### config.mk
export PLATFORM = sky130hd
export DESIGN_NAME = axonerve_kvs_ctrl_s_axi
export DESIGN_NICKNAME = d
export VERILOG_FILES = /design/src/rtl/axonerve_kvs_ctrl_pkg.sv /design/src/rtl/axonerve_kvs_ctrl_s_axi.sv
export SDC_FILE = /design/constraint.sdc
export NUM_CORES = 1
export LEC_CHECK = 0
export CAP_MARGIN = 10
export CELL_PAD_IN_SITES_DETAIL_PLACEMENT = 0
export CELL_PAD_IN_SITES_GLOBAL_PLACEMENT = 2
export CORE_MARGIN = 2
export CORE_UTILIZATION = 24
export CTS_BUF_LIST = sky130_fd_sc_hd__clkbuf_8 sky130_fd_sc_hd__clkbuf_16
export DETAILED_ROUTE_END_ITERATION = 16
export GPL_ROUTABILITY_DRIVEN = 1
export PLACE_DENSITY_LB_ADDON = 0.1
export SLEW_MARGIN = 20
export SYNTH_ARGS = -nofsm -noshare
export SYNTH_HDL_FRONTEND = slang
export SYNTH_SLANG_ARGS = --single-unit
### constraint.sdc
create_clock -name ap_clk -period 2 [get_ports ap_clk]
set_clock_uncertainty 0.1 [all_clocks]
set_input_delay 0.6 -clock ap_clk [delete_from_list [all_inputs] [get_ports ap_clk]]
set_output_delay 0.6 -clock ap_clk [all_outputs]
set_load 0.01 [all_outputs]
### src/rtl/axonerve_kvs_ctrl_pkg.sv
// Shared definitions for the axonerve_kvs_ctrl_s_axi control slave: register
// addresses, CTRL bit positions, FSM state types and the byte-lane merge helper.
package axonerve_kvs_ctrl_pkg;

  localparam logic [5:0] ADDR_CTRL     = 6'h00;
  localparam logic [5:0] ADDR_GIE      = 6'h04;
  localparam logic [5:0] ADDR_IER      = 6'h08;
  localparam logic [5:0] ADDR_ISR      = 6'h0C;
  localparam logic [5:0] ADDR_DATA_NUM = 6'h10;
  localparam logic [5:0] ADDR_PTR0_LO  = 6'h18;
  localparam logic [5:0] ADDR_PTR0_HI  = 6'h1C;

  // Byte offset bits [1:0] do not take part in decode.
  localparam logic [5:0] ADDR_WORD_MASK = 6'h3C;

  localparam int CTRL_AP_START     = 0;
  localparam int CTRL_AP_DONE      = 1;
  localparam int CTRL_AP_IDLE      = 2;
  localparam int CTRL_AP_READY     = 3;
  localparam int CTRL_AUTO_RESTART = 7;

  typedef enum logic [1:0] {
    WRIDLE = 2'd0,
    WRDATA = 2'd1,
    WRRESP = 2'd2
  } wr_state_t;

  typedef enum logic {
    RDIDLE = 1'b0,
    RDDATA = 1'b1
  } rd_state_t;

  function automatic logic [31:0] apply_wstrb(input logic [31:0] old_val,
                                              input logic [31:0] new_val,
                                              input logic [3:0]  strb);
    logic [31:0] mask;
    mask = {{8{strb[3]}}, {8{strb[2]}}, {8{strb[1]}}, {8{strb[0]}}};
    return (new_val & mask) | (old_val & ~mask);
  endfunction

endpackage

### src/rtl/axonerve_kvs_ctrl_s_axi.sv
// AXI4-Lite control slave producing ap_start/data_num/axi00_ptr0 for the KVS kernel.
// Define AXONERVE_KVS_CTRL_IRQ_EN to implement GIE/IER/ISR and the interrupt output.
module axonerve_kvs_ctrl_s_axi
  import axonerve_kvs_ctrl_pkg::*;
#(
  parameter int C_S_AXI_ADDR_WIDTH = 6,
  parameter int C_S_AXI_DATA_WIDTH = 32
) (
  input  logic                          ap_clk,
  input  logic                          areset,
  input  logic                          s_axi_control_awvalid,
  output logic                          s_axi_control_awready,
  input  logic [C_S_AXI_ADDR_WIDTH-1:0] s_axi_control_awaddr,
  input  logic                          s_axi_control_wvalid,
  output logic                          s_axi_control_wready,
  input  logic [31:0]                   s_axi_control_wdata,
  input  logic [3:0]                    s_axi_control_wstrb,
  output logic                          s_axi_control_bvalid,
  input  logic                          s_axi_control_bready,
  output logic [1:0]                    s_axi_control_bresp,
  input  logic                          s_axi_control_arvalid,
  output logic                          s_axi_control_arready,
  input  logic [C_S_AXI_ADDR_WIDTH-1:0] s_axi_control_araddr,
  output logic                          s_axi_control_rvalid,
  input  logic                          s_axi_control_rready,
  output logic [31:0]                   s_axi_control_rdata,
  output logic [1:0]                    s_axi_control_rresp,
  output logic                          interrupt,
  output logic                          ap_start,
  input  logic                          ap_idle,
  input  logic                          ap_done,
  output logic [31:0]                   data_num,
  output logic [63:0]                   axi00_ptr0
);

  if (C_S_AXI_DATA_WIDTH != 32) begin : g_bad_data_width
    $error("axonerve_kvs_ctrl_s_axi: C_S_AXI_DATA_WIDTH must be 32");
  end
  if (C_S_AXI_ADDR_WIDTH < 6) begin : g_bad_addr_width
    $error("axonerve_kvs_ctrl_s_axi: C_S_AXI_ADDR_WIDTH must be at least 6");
  end

  // Handshake rule on every channel: a transfer happens on the rising edge of
  // ap_clk where valid and ready are both high; ready depends only on FSM state.
  wr_state_t wr_state, wr_next;
  rd_state_t rd_state, rd_next;

  logic [C_S_AXI_ADDR_WIDTH-1:0] waddr;
  logic [5:0]  wsel, rsel;
  logic        aw_hs, w_hs, ar_hs;
  logic        wr_ctrl, rd_ctrl;
  logic [31:0] rd_mux;

  logic auto_restart, restart_pend, done_flag, ready_flag;
  logic gie;
  logic [1:0] ier, isr;

  assign aw_hs = s_axi_control_awvalid & s_axi_control_awready;
  assign w_hs  = s_axi_control_wvalid & s_axi_control_wready;
  assign ar_hs = s_axi_control_arvalid & s_axi_control_arready;

  assign wsel = waddr[5:0] & ADDR_WORD_MASK;
  assign rsel = s_axi_control_araddr[5:0] & ADDR_WORD_MASK;

  assign wr_ctrl = w_hs && (wsel == ADDR_CTRL);
  assign rd_ctrl = ar_hs && (rsel == ADDR_CTRL);

  assign s_axi_control_bresp = 2'b00;
  assign s_axi_control_rresp = 2'b00;

  always_ff @(posedge ap_clk) begin
    if (areset) begin
      wr_state <= WRIDLE;
      rd_state <= RDIDLE;
    end else begin
      wr_state <= wr_next;
      rd_state <= rd_next;
    end
  end

  always_comb begin
    wr_next               = wr_state;
    s_axi_control_awready = 1'b0;
    s_axi_control_wready  = 1'b0;
    s_axi_control_bvalid  = 1'b0;
    case (wr_state)
      WRIDLE: begin
        s_axi_control_awready = 1'b1;
        if (s_axi_control_awvalid) wr_next = WRDATA;
      end
      WRDATA: begin
        s_axi_control_wready = 1'b1;
        if (s_axi_control_wvalid) wr_next = WRRESP;
      end
      WRRESP: begin
        s_axi_control_bvalid = 1'b1;
        if (s_axi_control_bready) wr_next = WRIDLE;
      end
      default: wr_next = WRIDLE;
    endcase
  end

  always_comb begin
    rd_next               = rd_state;
    s_axi_control_arready = 1'b0;
    s_axi_control_rvalid  = 1'b0;
    case (rd_state)
      RDIDLE: begin
        s_axi_control_arready = 1'b1;
        if (s_axi_control_arvalid) rd_next = RDDATA;
      end
      RDDATA: begin
        s_axi_control_rvalid = 1'b1;
        if (s_axi_control_rready) rd_next = RDIDLE;
      end
      default: rd_next = RDIDLE;
    endcase
  end

  always_ff @(posedge ap_clk) begin
    if (areset) waddr <= '0;
    else if (aw_hs) waddr <= s_axi_control_awaddr;
  end

  // An ap_done pulse always drops ap_start; with auto_restart it comes back one
  // cycle later so the kernel sees a fresh rising edge. A start write wins.
  always_ff @(posedge ap_clk) begin
    if (areset) begin
      ap_start     <= 1'b0;
      restart_pend <= 1'b0;
      auto_restart <= 1'b0;
      done_flag    <= 1'b0;
      ready_flag   <= 1'b0;
    end else begin
      if (ap_done) begin
        ap_start     <= 1'b0;
        restart_pend <= auto_restart;
      end else if (restart_pend) begin
        ap_start     <= 1'b1;
        restart_pend <= 1'b0;
      end
      if (wr_ctrl && s_axi_control_wdata[CTRL_AP_START]) ap_start <= 1'b1;
      if (wr_ctrl) auto_restart <= s_axi_control_wdata[CTRL_AUTO_RESTART];
      if (ap_done) begin
        done_flag  <= 1'b1;
        ready_flag <= 1'b1;
      end else if (rd_ctrl) begin
        done_flag  <= 1'b0;
        ready_flag <= 1'b0;
      end
    end
  end

  always_ff @(posedge ap_clk) begin
    if (areset) begin
      data_num   <= '0;
      axi00_ptr0 <= '0;
    end else if (w_hs) begin
      if (wsel == ADDR_DATA_NUM)
        data_num <= apply_wstrb(data_num, s_axi_control_wdata, s_axi_control_wstrb);
      if (wsel == ADDR_PTR0_LO)
        axi00_ptr0[31:0] <= apply_wstrb(axi00_ptr0[31:0], s_axi_control_wdata,
                                        s_axi_control_wstrb);
      if (wsel == ADDR_PTR0_HI)
        axi00_ptr0[63:32] <= apply_wstrb(axi00_ptr0[63:32], s_axi_control_wdata,
                                         s_axi_control_wstrb);
    end
  end

`ifdef AXONERVE_KVS_CTRL_IRQ_EN
  // A done-driven set takes priority over a host toggle of the same ISR bit.
  always_ff @(posedge ap_clk) begin
    if (areset) begin
      gie       <= 1'b0;
      ier       <= 2'b00;
      isr       <= 2'b00;
      interrupt <= 1'b0;
    end else begin
      if (w_hs && (wsel == ADDR_GIE)) gie <= s_axi_control_wdata[0];
      if (w_hs && (wsel == ADDR_IER)) ier <= s_axi_control_wdata[1:0];
      for (int i = 0; i < 2; i++) begin
        if (ap_done && ier[i]) isr[i] <= 1'b1;
        else if (w_hs && (wsel == ADDR_ISR) && s_axi_control_wdata[i]) isr[i] <= ~isr[i];
      end
      interrupt <= gie & |(ier & isr);
    end
  end
`else
  assign gie       = 1'b0;
  assign ier       = 2'b00;
  assign isr       = 2'b00;
  assign interrupt = 1'b0;
`endif

  always_comb begin
    rd_mux = '0;
    case (rsel)
      ADDR_CTRL: begin
        rd_mux[CTRL_AP_START]     = ap_start;
        rd_mux[CTRL_AP_DONE]      = done_flag;
        rd_mux[CTRL_AP_IDLE]      = ap_idle;
        rd_mux[CTRL_AP_READY]     = ready_flag;
        rd_mux[CTRL_AUTO_RESTART] = auto_restart;
      end
      ADDR_GIE:      rd_mux[0]   = gie;
      ADDR_IER:      rd_mux[1:0] = ier;
      ADDR_ISR:      rd_mux[1:0] = isr;
      ADDR_DATA_NUM: rd_mux      = data_num;
      ADDR_PTR0_LO:  rd_mux      = axi00_ptr0[31:0];
      ADDR_PTR0_HI:  rd_mux      = axi00_ptr0[63:32];
      default:       rd_mux      = '0;
    endcase
  end

  always_ff @(posedge ap_clk) begin
    if (areset) s_axi_control_rdata <= '0;
    else if (ar_hs) s_axi_control_rdata <= rd_mux;
  end

endmodule

* Word level (Yosys, flattened, before mapping) *
Cells that the tools add are included.

word-level totals
  bits in registers = 141
  output and inout bits = 139
  logic and storage cells = 71

operators by class
  multiplexer cells = 23
  eq/ne operators = 11
  bitwise gates (word level) = 13
  reduce and logical (&&, ||, !) cells = 13

operator list
  cell                                                 number
  AND 32 bit                                           4
  OR 32 bit                                            3
  case mux 24 bit (3 select lines)                     1
  inverter 32 bit                                      1
  equality test 4 x 3 -> 1 bit, second input constant  6
  logical NOT 6 bit                                    2
  2-to-1 mux 1 bit                                     12
  case mux 1 bit (4 select lines)                      3
  case mux 3 bit (3 select lines)                      1
  case mux 2 bit (4 select lines)                      1
  2-to-1 mux 2 bit                                     3
  != test 2 bit, second input constant                 3
  case mux 2 bit (3 select lines)                      1
  AND reduction 2 bit                                  3
  AND 1 bit                                            3
  logical AND 1 bit                                    3
  AND reduction 3 bit                                  1
  nonzero test 3 bit                                   1
  equality test 2 x 1 -> 1 bit, second input constant  1
  equality test 2 bit, second input constant           1
  logical NOT 2 bit                                    1
  inverter 1 bit                                       2
  case mux 1 bit (2 select lines)                      1
  nonzero test 2 bit                                   1
  OR reduction 2 bit                                   1

* Logic depth before layout (Yosys ltp) *
  depth in word-level cells = 6
  depth in mapped cells = 6
  depth with buffers taken out = 4

* Worst setup path before layout *
OpenSTA, ideal clock, no wires.

  kind = input port to flip-flop
  start point = input s_axi_control_araddr[3]
  end point = register ready_flag
  required time = 1772 ps
  path slack = 5 ps
  path buffers = 1
  data arrival time = 1767 ps
  library setup time = 128 ps
  stages on the path = 5
  path through = or3_1 > clkbuf_1 > or4b_1 > a21oi_1 > nor2_1

between the ends
  word-level cells in the longest chain between the ends = 3

ends and longest elaborated chain
  what                                 RTL line                        text
  start: declaration                   axonerve_kvs_ctrl_s_axi.sv:23   input logic [C_S_AXI_ADDR_WIDTH-1:0] s_axi_control_araddr,
  logical NOT 6 bit                    axonerve_kvs_ctrl_s_axi.sv:66   assign rd_ctrl = ar_hs && (rsel == ADDR_CTRL);
  logical AND 1 bit                    axonerve_kvs_ctrl_s_axi.sv:66
  nonzero test 2 bit (no source line)  n/a
  end signal: assignment               axonerve_kvs_ctrl_s_axi.sv:133  ready_flag <= 1'b0;
  end signal: assignment               axonerve_kvs_ctrl_s_axi.sv:146  ready_flag <= 1'b1;
  end signal: assignment               axonerve_kvs_ctrl_s_axi.sv:149  ready_flag <= 1'b0;
  end: declaration                     axonerve_kvs_ctrl_s_axi.sv:54   logic auto_restart, restart_pend, done_flag, ready_flag;

No other way between the ends.
A chain may end at the register's enable or synchronous reset.

* Worst setup path after layout *
Same ends and word-level chain as after synthesis.

==> impl_metrics.sql <==
INSERT INTO impl_metrics (metric_group, metric, value, unit) VALUES
('run_status', 'result_of_the_run', 'completed', ''),
('clock_network', 'cts_tree', 'built', ''),
('yosys', 'share_of_synthesized_cell_area_in_full_adder_half_adder_and_majority_cells', '0', '%'),
('yosys', 'synthXorXnorAreaFrac', '0', '%'),
('floorplanning', 'die-area', '24300', 'sq um'),
('sta', 'final.setup.worst_slack', '48.6', 'ps'),
('cells_and_area', 'n_fill_cell', '2295', ''),
('clock_network', 'cts_root_buf', 'sky130_fd_sc_hd__clkbuf_16', ''),
('yosys', 'synth_top_family_by_area', 'multiplexers', ''),
('grt', 'antenna_found_initial', '0', ''),
('cells_and_area', 'synthToLayoutAreaGrowth', '54.6', '%'),
('sta', 'worst_hold_slack', '346', 'ps'),
('cells_and_area', 'num_antenna_cells', '0', ''),
('worst_setup_path', 'critical_path_cell_by_cell', 'clkdlybuf4s50_1 > or3_1 > or4b_1 > a21oi_1 > nor2_1', ''),
('yosys', 'fraction_of_synthesis_flops_using_an_asynchronous_set_or_reset_pin', '0', '%'),
('yosys', 'post_synth_and_or_nand_nor_area_fraction', '14.2', '%'),
('sta', 'timing_hold_violations_final', '0', ''),
('clock_network', 'bufs_on_longest_clock_path', '2', ''),
('power', 'power', '6.09', 'mW'),
('placed_design', 'gp_congestion', '0.798', ''),
('placed_design', 'buffer_ports.inserted', '186', ''),
('yosys', 'netlist_instances', '553', ''),
('yosys', 'post_synth_edffs', '0', ''),
('sta', 'rsz0062_at_grt', 'no', ''),
('sta', 'report.final.setup_viol', '0', ''),
('yosys', 'netlist-cell-type-count', '33', ''),
('clock_network', 'clkTransAtPathRegs', '60', 'ps'),
('sta', 'report.final.slew_viol_count', '0', ''),
('hold_path', 'hold_class', 'reg -> reg', ''),
('detailed_routing', 'post-route-drc-count', '0', ''),
('floorplanning', 'std_cell_rows', '55', ''),
('detailed_routing', 'drt_wl_total', '19.5', 'mm'),
('yosys', 'synthMuxAreaShare', '20.2', '%'),
('cells_and_area', 'post_layout_nonfiller_instances', '1066', ''),
('worst_setup_path', 'cp_slowest_stage_delay', '510', 'ps'),
('grt', 'grt_pass1_wl', '29.6', 'mm'),
('yosys', 'synth_ff_type', 'sky130_fd_sc_hd__dfxtp_1', ''),
('power', 'worst_case_vdd_ir_drop', '458', 'uV'),
('sta', 'layout_worst_path_cycle_share', '97.6', '%'),
('power', 'p_leak', '3.90', 'nW'),
('floorplanning', 'core_area', '22600', 'sq um'),
('cells_and_area', 'finalNetCount', '825', ''),
('detailed_routing', 'dr.first_iter.drc_count', '180', ''),
('clock_network', 'cts_buffers', '17', ''),
('yosys', 'flops_latches_synth', '139', ''),
('cells_and_area', 'drive_gt1_share', '13.8', '%'),
('floorplanning', 'floorplan.die.height', '156', 'um'),
('yosys', 'synth_area', '5530', 'sq um'),
('grt', 'grt_pass1_vias', '4924', ''),
('worst_setup_path', 'worst_setup_path_start_kind', 'input port', ''),
('clock_network', 'cts-hold-fix-buffers', '0', ''),
('placed_design', 'placement.setup.worst_slack', '-445', 'ps'),
('grt', 'largest_net_degree_at_the_start_of_global_routing', '79', ''),
('worst_setup_path', 'critical_path_class', 'in -> reg', ''),
('floorplanning', 'start_util', '24.4', '%'),
('grt', 'grt_usage', '16.2', '%'),
('clock_network', 'cts-htree-levels', '4', ''),
('clock_network', 'cts_sinks', '139', ''),
('detailed_routing', 'dr.pass1.iters', '5', ''),
('yosys', 'syn-mean-instance-area', '10.0', 'sq um'),
('power', 'power.density_cell_area', '712', 'nW/um^2'),
('worst_setup_path', 'timing.critical_path.required', '2190', 'ps'),
('sta', 'shortest_period_the_worst_path_allows', '1950', 'ps'),
('run', 'cap_violations', '0', ''),
('worst_setup_path', 'critPathBufInv', '1', ''),
('detailed_routing', 'routed_wire_length_per_instance', '18.3', 'um'),
('detailed_routing', 'postRouteAntennaNets', '0', ''),
('clock_network', 'clock_latency_late_sink', '420', 'ps'),
('detailed_routing', 'num_vias', '4933', ''),
('worst_setup_path', 'crit_path_end_kind', 'flop', ''),
('detailed_routing', 'via_per_inst', '4.63', '');
[power breakdown]
group	total (mW)	switching, mW	internal, mW
combinational	0.414	0.216	0.198
clock	2.87	1.25	1.62
sequential	2.81	0.0206	2.78
[cell usage after synthesis (2+ instances only)]
cell type,n,area (sq um)
sky130_fd_sc_hd__nand2b_1,2,12.5
sky130_fd_sc_hd__buf_4,9,67.6
sky130_fd_sc_hd__nor3_4,4,65.1
sky130_fd_sc_hd__nor4b_1,4,35.0
sky130_fd_sc_hd__mux2_2,6,67.6
sky130_fd_sc_hd__nor2_1,115,432
sky130_fd_sc_hd__and2_1,2,12.5
sky130_fd_sc_hd__clkbuf_1,21,78.8
sky130_fd_sc_hd__nand4_2,4,50.1
sky130_fd_sc_hd__clkbuf_2,2,10.0
sky130_fd_sc_hd__nor3_1,2,10.0
sky130_fd_sc_hd__buf_2,7,35.0
sky130_fd_sc_hd__a21oi_1,6,30.0
sky130_fd_sc_hd__o21ai_0,31,155
sky130_fd_sc_hd__mux2i_1,105,1050
sky130_fd_sc_hd__nand2_1,19,71.3
sky130_fd_sc_hd__dfxtp_1,139,2780
sky130_fd_sc_hd__a221oi_1,5,43.8
sky130_fd_sc_hd__a22oi_1,49,368
sky130_fd_sc_hd__inv_1,4,15.0
sky130_fd_sc_hd__or3_1,2,12.5
sky130_fd_sc_hd__nor2b_1,4,25.0
[what timing repair did]
| action | CTS | global route |
|---|---|---|
| pin swaps | 0 | 2 |
| setup endpoints to repair | 133 | 34 |
| buffers inserted | 0 | 0 |
| resized for setup | 139 | 14 |
| gates cloned | 0 | 0 |
| endpoints found under the hold margin | 0 | 0 |
[area by class of cell]
class                           count  area (sq um)  share of cell area, %
Inverter                            4          15.0                  0.176
Multi-Input combinational cell    374          2610                   30.6
Timing Repair Buffer              232          2240                   26.2
Sequential cell                   139          2790                   32.6
Clock inverter                     14          97.6                   1.14
Tap cell                          285           357                   4.17
Clock buffer                       18           439                   5.14
[metal layers]
layer	GRT usage (%)	part of all wire, %
met1	20.3	45
met2	26.9	47
met3	4.47	6.6
met4	5.29	1.4
met5	0	0
[path summary, 6_finish.rpt]
check                           cells past startpoint                                    to  slack (ps)                                 start
worst min register to register                      2  s_axi_control_rdata[23]$_SDFFE_PP0N_         350  s_axi_control_rdata[23]$_SDFFE_PP0N_
worst max-delay path                                5               ready_flag$_SDFFE_PP0P_          50               s_axi_control_araddr[3]
worst min-delay path                                2  s_axi_control_rdata[23]$_SDFFE_PP0N_         350  s_axi_control_rdata[23]$_SDFFE_PP0N_
worst max register to register                      5                                  flop         190                 waddr[2]$_SDFFE_PP0P_
[logic make-up after synthesis]
logic type | after synthesis
buffers and inverters | 44
multiplexers | 111
AND/OR/NAND/NOR | 164
flip-flops | 139
AO/OA/AOI/OAI | 94
other | 1
[layout by cell type (no fill, tap or decap), types with 3 or more instances in the layout]
cell type and n:
sky130_fd_sc_hd__o21ai_1 6, sky130_fd_sc_hd__dlygate4sd2_1 131, sky130_fd_sc_hd__a22oi_1 49, sky130_fd_sc_hd__dfxtp_1 136
sky130_fd_sc_hd__clkdlybuf4s50_1 51, sky130_fd_sc_hd__clkinv_2 4, sky130_fd_sc_hd__a21oi_1 5, sky130_fd_sc_hd__nor2_1 114
sky130_fd_sc_hd__a221oi_1 5, sky130_fd_sc_hd__nand2_1 19, sky130_fd_sc_hd__mux2_2 6, sky130_fd_sc_hd__inv_6 3
sky130_fd_sc_hd__clkinvlp_4 4, sky130_fd_sc_hd__inv_1 4, sky130_fd_sc_hd__buf_12 15, sky130_fd_sc_hd__mux2i_1 104
sky130_fd_sc_hd__nor2b_2 3, sky130_fd_sc_hd__conb_1 5, sky130_fd_sc_hd__nand4_2 4, sky130_fd_sc_hd__buf_4 31
sky130_fd_sc_hd__nor3_4 4, sky130_fd_sc_hd__o21ai_0 26, sky130_fd_sc_hd__nor4b_2 3, sky130_fd_sc_hd__clkbuf_16 17
[tightest hold or removal path, delay by kind of cell, from the launching register on]
kind,cells,cell delay (ps)
DFF,1,310
and+or+nand+nor,1,50
AOI/OAI and AO/OA,1,50
[through the flow]
stage          TNS, ps  instance area (sq um)
4_1_cts              0                   8520
3_3_place_gp    -35210                   8130
6_report             0                   8550
3_5_place_dp    -36430                   8130
2_1_floorplan        0                   5540
5_1_grt              0                   8550
Note: power is estimated with default switching activity, not from simulation.
